`config.mk`:
```
export PLATFORM = sky130hd
export DESIGN_NAME = spi_master_flat
export DESIGN_NICKNAME = d
export VERILOG_FILES = /design/src/rtl/spi_master_if.sv /design/src/rtl/spi_master.sv /design/src/flat_wrapper.sv
export SDC_FILE = /design/constraint.sdc
export NUM_CORES = 1
export LEC_CHECK = 0
export BUFFER_PORTS_ARGS = -buffer_cell sky130_fd_sc_hd__clkbuf_2
export CAP_MARGIN = 25
export CORE_MARGIN = 5
export CORE_UTILIZATION = 50
export DETAILED_ROUTE_END_ITERATION = 12
export PLACE_DENSITY = 0.76
export RECOVER_POWER = 50
export SYNTH_ARGS = -nofsm -noshare
export SYNTH_HDL_FRONTEND = slang
export SYNTH_SLANG_ARGS = --single-unit
```
`constraint.sdc`:
```
create_clock -name clk -period 6.2 [get_ports clk]
set_clock_uncertainty 0.2 [all_clocks]
set_input_delay 1.86 -clock clk [delete_from_list [all_inputs] [get_ports clk]]
set_output_delay 1.86 -clock clk [all_outputs]
set_load 0.01 [all_outputs]
```
`src/rtl/spi_master_if.sv`:
```
// Host-side bundle for spi_master: SPI pins, byte-stream TX handshake and RX strobe.
// The master modport belongs to the SPI master; the slave modport belongs to whatever drives it.
interface spi_master_if;
  logic       spiDataOut;
  logic       spiClkOut;
  logic       spiSelectOut;
  logic       spiDataIn;
  logic [7:0] txDataIn;
  logic       txDataValid;
  logic       txDataLast;
  logic       txDataReady;
  logic       endPacket;
  logic [7:0] rxDataOut;
  logic       rxDataRdy;
  logic       busy;

  modport master (
    output spiDataOut, spiClkOut, spiSelectOut, txDataReady, rxDataOut, rxDataRdy, busy,
    input  spiDataIn, txDataIn, txDataValid, txDataLast, endPacket
  );

  modport slave (
    input  spiDataOut, spiClkOut, spiSelectOut, txDataReady, rxDataOut, rxDataRdy, busy,
    output spiDataIn, txDataIn, txDataValid, txDataLast, endPacket
  );
endinterface

```
`src/rtl/spi_master.sv`:
```
// Byte-oriented SPI master: mode 0, MSB first, active-high select, packets framed by select.
// Define SPI_MASTER_LOOPBACK_EN to add input loopbackEn (rx path samples MOSI instead of MISO).
module spi_master #(
  parameter int CLK_DIV    = 8,
  parameter int GAP_CYCLES = 16
) (
  input  logic         clk,
  input  logic         reset,
`ifdef SPI_MASTER_LOOPBACK_EN
  input  logic         loopbackEn,
`endif
  spi_master_if.master bus
);
  typedef enum logic [2:0] {IDLE, SETUP, HI, LO, HOLD, TAIL, GAP} state_e;

  localparam logic [7:0] DIV_LAST = 8'(CLK_DIV - 1);
  localparam logic [7:0] GAP_LAST = 8'(GAP_CYCLES - 1);

  state_e     state_q, state_d;
  logic [7:0] timer_q, timer_d;
  logic [2:0] bitcnt_q, bitcnt_d;
  logic [6:0] tx_shift_q, tx_shift_d;
  logic [6:0] rx_shift_q, rx_shift_d;
  logic [7:0] rx_data_q, rx_data_d;
  logic       last_q, last_d;
  logic       sck_q, sck_d;
  logic       sel_q, sel_d;
  logic       mosi_q, mosi_d;
  logic       rx_rdy_q, rx_rdy_d;
  logic       ready_q, ready_d;
  logic       busy_q, busy_d;

  logic accept;
  logic rx_sample;
  logic timer_done;

  assign accept     = bus.txDataValid && ready_q;
  assign timer_done = (timer_q == DIV_LAST);

`ifdef SPI_MASTER_LOOPBACK_EN
  assign rx_sample = loopbackEn ? mosi_q : bus.spiDataIn;
`else
  assign rx_sample = bus.spiDataIn;
`endif

  // NOTE: every _d starts from a default so no path through the case leaves it unassigned (no latches).
  always_comb begin
    state_d    = state_q;
    timer_d    = timer_q + 8'd1;
    bitcnt_d   = bitcnt_q;
    tx_shift_d = tx_shift_q;
    rx_shift_d = rx_shift_q;
    rx_data_d  = rx_data_q;
    last_d     = last_q;
    sck_d      = sck_q;
    sel_d      = sel_q;
    mosi_d     = mosi_q;
    rx_rdy_d   = 1'b0;

    unique case (state_q)
      IDLE, HOLD: begin
        timer_d = '0;
        if (accept) begin
          sel_d      = 1'b1;
          mosi_d     = bus.txDataIn[7];
          tx_shift_d = bus.txDataIn[6:0];
          last_d     = bus.txDataLast;
          bitcnt_d   = '0;
          state_d    = SETUP;
        end else if (state_q == HOLD && bus.endPacket) begin
          state_d = TAIL;
        end
      end
      SETUP, LO: begin
        if (timer_done) begin
          timer_d = '0;
          sck_d   = 1'b1;
          state_d = HI;
        end
      end
      HI: begin
        if (timer_done) begin
          timer_d    = '0;
          sck_d      = 1'b0;
          rx_shift_d = {rx_shift_q[5:0], rx_sample};
          if (bitcnt_q != 3'd7) begin
            // MOSI only moves on the SCK falling edge, so it is stable for the next HI phase.
            mosi_d     = tx_shift_q[6];
            tx_shift_d = {tx_shift_q[5:0], 1'b0};
            bitcnt_d   = bitcnt_q + 3'd1;
            state_d    = LO;
          end else begin
            rx_data_d = {rx_shift_q, rx_sample};
            rx_rdy_d  = 1'b1;
            bitcnt_d  = '0;
            state_d   = last_q ? TAIL : HOLD;
          end
        end
      end
      TAIL: begin
        if (timer_done) begin
          timer_d = '0;
          sel_d   = 1'b0;
          mosi_d  = 1'b0;
          state_d = GAP;
        end
      end
      GAP: begin
        if (timer_q == GAP_LAST) begin
          timer_d = '0;
          state_d = IDLE;
        end
      end
      default: state_d = IDLE;
    endcase

    // Handshake flags are registered from the next state so they line up with state_q.
    ready_d = (state_d == IDLE) || (state_d == HOLD);
    busy_d  = (state_d != IDLE);
  end

  // NOTE: sequential state uses non-blocking assignments so all flops update from pre-edge values.
  always_ff @(posedge clk or negedge reset) begin
    if (!reset) begin
      state_q    <= IDLE;
      timer_q    <= '0;
      bitcnt_q   <= '0;
      tx_shift_q <= '0;
      rx_shift_q <= '0;
      rx_data_q  <= '0;
      last_q     <= 1'b0;
      sck_q      <= 1'b0;
      sel_q      <= 1'b0;
      mosi_q     <= 1'b0;
      rx_rdy_q   <= 1'b0;
      ready_q    <= 1'b0;
      busy_q     <= 1'b0;
    end else begin
      state_q    <= state_d;
      timer_q    <= timer_d;
      bitcnt_q   <= bitcnt_d;
      tx_shift_q <= tx_shift_d;
      rx_shift_q <= rx_shift_d;
      rx_data_q  <= rx_data_d;
      last_q     <= last_d;
      sck_q      <= sck_d;
      sel_q      <= sel_d;
      mosi_q     <= mosi_d;
      rx_rdy_q   <= rx_rdy_d;
      ready_q    <= ready_d;
      busy_q     <= busy_d;
    end
  end

  assign bus.spiDataOut   = mosi_q;
  assign bus.spiClkOut    = sck_q;
  assign bus.spiSelectOut = sel_q;
  assign bus.txDataReady  = ready_q;
  assign bus.rxDataOut    = rx_data_q;
  assign bus.rxDataRdy    = rx_rdy_q;
  assign bus.busy         = busy_q;
endmodule
```
`src/flat_wrapper.sv`:
```
// flat-port wrapper written by rule: the top's interface ports become plain ports
module spi_master_flat 
#(
  parameter int CLK_DIV    = 8,
  parameter int GAP_CYCLES = 16
)
  (clk, reset, bus_spiDataOut, bus_spiClkOut, bus_spiSelectOut, bus_txDataReady, bus_rxDataOut, bus_rxDataRdy, bus_busy, bus_spiDataIn, bus_txDataIn, bus_txDataValid, bus_txDataLast, bus_endPacket);
  spi_master_if bus_i ();
  input  logic clk;
  input  logic reset;
  output wire logic [$bits(bus_i.spiDataOut)-1:0] bus_spiDataOut;
  output wire logic [$bits(bus_i.spiClkOut)-1:0] bus_spiClkOut;
  output wire logic [$bits(bus_i.spiSelectOut)-1:0] bus_spiSelectOut;
  output wire logic [$bits(bus_i.txDataReady)-1:0] bus_txDataReady;
  output wire logic [$bits(bus_i.rxDataOut)-1:0] bus_rxDataOut;
  output wire logic [$bits(bus_i.rxDataRdy)-1:0] bus_rxDataRdy;
  output wire logic [$bits(bus_i.busy)-1:0] bus_busy;
  input wire logic [$bits(bus_i.spiDataIn)-1:0] bus_spiDataIn;
  input wire logic [$bits(bus_i.txDataIn)-1:0] bus_txDataIn;
  input wire logic [$bits(bus_i.txDataValid)-1:0] bus_txDataValid;
  input wire logic [$bits(bus_i.txDataLast)-1:0] bus_txDataLast;
  input wire logic [$bits(bus_i.endPacket)-1:0] bus_endPacket;
  assign bus_spiDataOut = bus_i.spiDataOut;
  assign bus_spiClkOut = bus_i.spiClkOut;
  assign bus_spiSelectOut = bus_i.spiSelectOut;
  assign bus_txDataReady = bus_i.txDataReady;
  assign bus_rxDataOut = bus_i.rxDataOut;
  assign bus_rxDataRdy = bus_i.rxDataRdy;
  assign bus_busy = bus_i.busy;
  assign bus_i.spiDataIn = bus_spiDataIn;
  assign bus_i.txDataIn = bus_txDataIn;
  assign bus_i.txDataValid = bus_txDataValid;
  assign bus_i.txDataLast = bus_txDataLast;
  assign bus_i.endPacket = bus_endPacket;
  spi_master #(.CLK_DIV(CLK_DIV), .GAP_CYCLES(GAP_CYCLES)) u_core (.clk(clk), .reset(reset), .bus(bus_i));
endmodule
```
**Word level (Yosys, flattened, before mapping)**

Index checks and enable logic that the tools add are counted.

- Bitwise gates (word level): 1
- Reductions and logical operators: 21
- Equality and inequality tests: 15
- Add/subtract/negate cells: 2
- Muxes and demuxes: 32

Operators with widths:

| cell | number |
|---|---|
| $mux W3 | 10 |
| $pmux W8 S3 | 1 |
| $mux W7 | 3 |
| $mux W8 | 2 |
| $pmux W3 S5 | 1 |
| $pmux W7 S2 | 1 |
| $eq A3 B3 Y1 const B | 4 |
| $reduce_and A3 Y1 | 4 |
| $mux W1 | 10 |
| $ne A2 B1 Y1 const B | 5 |
| $add A8 B1 Y8 const B | 1 |
| $eq A8 B3 Y1 const B | 1 |
| $eq A8 B4 Y1 const B | 1 |
| $eq A3 B2 Y1 const B | 2 |
| $logic_not A3 Y1 | 2 |
| $pmux W3 S2 | 1 |
| $reduce_bool A2 Y1 | 3 |
| $reduce_bool A3 Y1 | 2 |
| $reduce_and A5 Y1 | 1 |
| $pmux W1 S2 | 2 |
| $reduce_and A2 Y1 | 2 |
| $reduce_and A4 Y1 | 1 |
| $reduce_or A2 Y1 | 2 |
| $reduce_or A4 Y1 | 1 |
| other kinds (7) | 8 |

- Bits in registers: 43
- Word-level logic and storage cells: 84
- Output and inout bits: 14

**Logic depth before layout (Yosys ltp)**

- Depth in word-level cells: 7
- Gate-level depth with buffers: 6

**Worst setup path before layout**

No wires, ideal clock.

- Path kind: in2reg
- Start point: input port bus_txDataValid
- End point: register u_core.tx_shift_q[1]
- Required time: 5.875 ns
- Arrival: 2.739 ns
- Stages: 5
- Path buffers: 1
- Path slack: 3.137 ns
- Cells stage by stage: nand3b_1 > a21oi_1 > o21a_1 > buf_4 > mux2_2

- Cells in the longest elaborated chain, start to end: 3

Ends and longest elaborated chain:

| element | RTL line | RTL |
|---|---|---|
| start, declared | flat_wrapper.sv:20 | `input wire logic [$bits(bus_i.txDataValid)-1:0] bus_txDataValid;` |
| $logic_and A1 B1 Y1 | spi_master.sv:37 | `assign accept = bus.txDataValid && ready_q;` |
| $ne A2 B1 Y1 (no source line) | n/a |  |
| $reduce_and A4 Y1 (no source line) | n/a |  |
| end signal, assigned | spi_master.sv:142 | `tx_shift_q <= tx_shift_d;` |
| end, declared | spi_master.sv:22 | `logic [6:0] tx_shift_q, tx_shift_d;` |

Every way passes these cells.
A chain may end at the register's enable or synchronous reset.

==> run_results.csv <==
group,metric,value,unit
power_and_ir_drop,power-per-cell-area,369,nW/um^2
synth,avgSynthCellArea,11.3,um^2
synth,synth_cell_types,42,
detailed_routing,routed_wl,3590,um
synth,syn-cell-area,2030,um^2
worst_hold_path,hp-class,"flop to flop",
clock_network,cts_tree,"done",
finish,ff_latch_area,1080,um^2
detailed_routing,ant_nets,0,
placement,hpwl,2680,um
worst_setup_path,cp_top_family,"buffers and inverters",
worst_setup_path,r2r_slack,2670,ps
power_and_ir_drop,vdd_drop_max,0.000222,V
finish,area_growth,11.6,%
worst_setup_path,crit_chain,"clkbuf_1, clkbuf_1",
clock_network,cts_resized,0,
synth,yosys.area_share.adder,2.46,%
placement,gp_congestion,0.837,
synth,synth_edf_count,0,
status,status,"finished clean",
power_and_ir_drop,p_leak,0.00117,uW
synth,yosysTopAreaCellShare,52.9,%
clock_network,cts_root_buffer,"clkbuf_8",
synth,ys_warn_count,0,
sta,fin_crit_sh,57.8,%
clock_network,clkTransAtPathRegs,80,ps
worst_setup_path,crit_buf_inv,2,
sta,hold_viol_final,0,
finish,nets,225,
synth,synthTopCellsByArea,"dfrtp_1, mux2_2, mux2_4, nand2_1, nor2_1",
finish,final_cell_mix,"dfrtp_1, clkbuf_2, nand2_1, nor2_1, mux2_2",
global_route,grt_pass1_wl,6270,um
synth,synth_top_area_cell,"dfrtp_1",
detailed_routing,dr.pass1.iters,4,
clock_network,clk_latency,290,ps
finish,fillers,369,
finish,multi_input_area,862,um^2
floorplan,row_count,23,
global_route,grt_start_max_net_pins,27,
synth,syn-num-nets,198,
finish,diodes,0,
synth,yosys.area_share.simple,14.5,%
synth,synth_compound_area_share,9.48,%
sta,slew_violations,0,
sta,relSlewSlack,2.19,%
global_route,antenna_found_initial,0,
sta,fin_crit,3580,ps
finish,fin_util,57.1,%
detailed_routing,drtIter0Drc,70,
finish,mostFrequentLayoutCell,"dfrtp_1",
sta,setup_violations,0,
synth,seq_area_frac_synth,52.9,%
synth,synth_xor_area_share,2.58,%
worst_setup_path,cp_slowest_stage_delay,1040,ps
clock_network,hold_buffers,0,
synth,yosys_most_used_dff,"dfrtp_1",
synth,async_flop_share,100,%
worst_setup_path,required,6200,ps
synth,synth_top_family_by_area,"simple AND/OR/NAND/NOR gates",
floorplan,io_pins,28,
detailed_routing,drc_errors,0,
floorplan,die_area,5440,um^2
worst_setup_path,crit_path_max_fanout,26,
clock_network,htreeDepth,2,
sta,worst_pin_slew,1460,ps
global_route,track_usage,14.8,%
detailed_routing,wl_per_cell,13.9,um
floorplan,die_h,73.8,um
flow_run,max-cap-violations,0,
clock_network,cts_buffers,5,
worst_setup_path,cp-start-kind,"input port",
worst_setup_path,critPathCaptureType,"async pin",
clock_network,post_cts_buffers,0,
finish,layout-drive-gt1-share,27.4,%
worst_setup_path,critPathArrivalTime,3580,ps
worst_setup_path,crit_top_cell,"clkbuf_1",
sta,rsz0062_at_grt,"false",
detailed_routing,viasPerCell,5.37,
synth,ys_ff_latch,43,
clock_network,clock-sinks,43,
placement,numPortBuffers,27,
floorplan,fp.dieW,73.8,um
worst_setup_path,critPathSlowestCell,"clkbuf_1",
floorplan,core,3970,um^2
synth,synth_mux_area_share,13.9,%
sta,clock.fmax,279,MHz
synth,postSynthCellCount,180,
sta,tns,0,ps
clock_network,ctsLongestPathBuffers,2,
floorplan,start_util,51.2,%
global_route,grt-ovfl-total,0,
worst_setup_path,path_class,"input port to async pin",
detailed_routing,vias,1385,
global_route,grt_pass1_vias,1341,
-- final timing paths --
check,from,to,depth (start not counted)
worst max-delay path,reset,u_core.rx_shift_q[5]$_DFFE_PN0P_,2
worst min-delay path,u_core.timer_q[0]$_DFF_PN0_,u_core.timer_q[0]$_DFF_PN0_,1
worst max register to register,u_core.state_q[0]$_DFF_PN0_,u_core.bus.rxDataOut[5]$_DFFE_PN0P_,4
worst min register to register,u_core.timer_q[0]$_DFF_PN0_,u_core.timer_q[0]$_DFF_PN0_,1
max in group clk,u_core.state_q[0]$_DFF_PN0_,u_core.bus.rxDataOut[5]$_DFFE_PN0P_,4
min in group asynchronous,reset,u_core.bus.txDataReady$_DFF_PN0_,1
-- Yosys cell counts (all sizes together), types with 2 or more instances --
cell,count
nor4,2
a22o,3
nand2b,3
mux2i,2
inv,10
xor2,2
mux2,21
a31oi,3
nor3,6
a211o,2
nand3,4
nand2,21
a21oi,5
nand3b,2
dfrtp,43
a221oi,2
buf,4
xnor2,4
nor2,14
clkbuf,4
ha,4
o21ai,4
-- stage by stage --
| stage | instance area, um^2 | hold slack [ps] | total power (uW) | instances | setup slack [ps] |
|---|---|---|---|---|---|
| finish | 2270 | 263 | 836 | 258 | 2620 |
| global route | 2270 | 282 | 901 | 258 | 2050 |
| CTS | 2300 | 266 | 856 | 258 | 3160 |
| detailed placement | 2200 | 255 | 673 | 250 | 2830 |
| global placement | 2180 | 250 | 660 | 249 | 2860 |
| floorplan | 2030 | 233 | 613 | 180 | 3140 |
-- per-layer routing --
| metal | track usage (%) | vias up | part of all wire, % |
|---|---|---|---|
| li1 | - | 685 | - |
| met1 | 21.1 | 665 | 47 |
| met2 | 22.2 | 31 | 48 |
| met3 | 4.10 | 4 | 4.9 |
| met4 | 3.62 | 0 | 0.75 |
| met5 | 0 | - | 0 |
-- cells by family after synthesis --
family / count (synthesis)
and+or+nand+nor: 59
AOI/OAI and AO/OA: 27
DFF: 43
buffers and inverters: 18
muxes: 23
xor gates and xnor gates: 6
adders and majority gates: 4
-- layout make-up --
type                    instances  share of cell area [%]
flip-flops and latches         43                    47.4
well taps                      50                    2.76
clock buffers                   5                    3.03
inverters                      10                    1.65
multi-input cells             119                    38.0
clock inverters                 3                    1.10
repair buffers                 28                    6.01
-- flip-flops by register name, summed over array words and instances, names as in the netlist --
name and flops:
u_core.state_q 3, u_core.bus.txDataReady 1, u_core.bitcnt_q 3, u_core.bus.spiDataOut 1, u_core.last_q 1, u_core.tx_shift_q 7
u_core.bus.spiSelectOut 1, u_core.bus.rxDataOut 8, u_core.bus.rxDataRdy 1, u_core.bus.spiClkOut 1, u_core.bus.busy 1, u_core.timer_q 8
u_core.rx_shift_q 7
-- power by group --
part | internal [uW] | leakage [uW] | switching, uW
logic | 122 | 0.000571 | 139
registers | 345 | 0.000550 | 52.1
clock network | 80.4 | 0.0000443 | 97.6
total | 548 | 0.00117 | 289
Note: power is estimated with default switching activity, not from simulation.
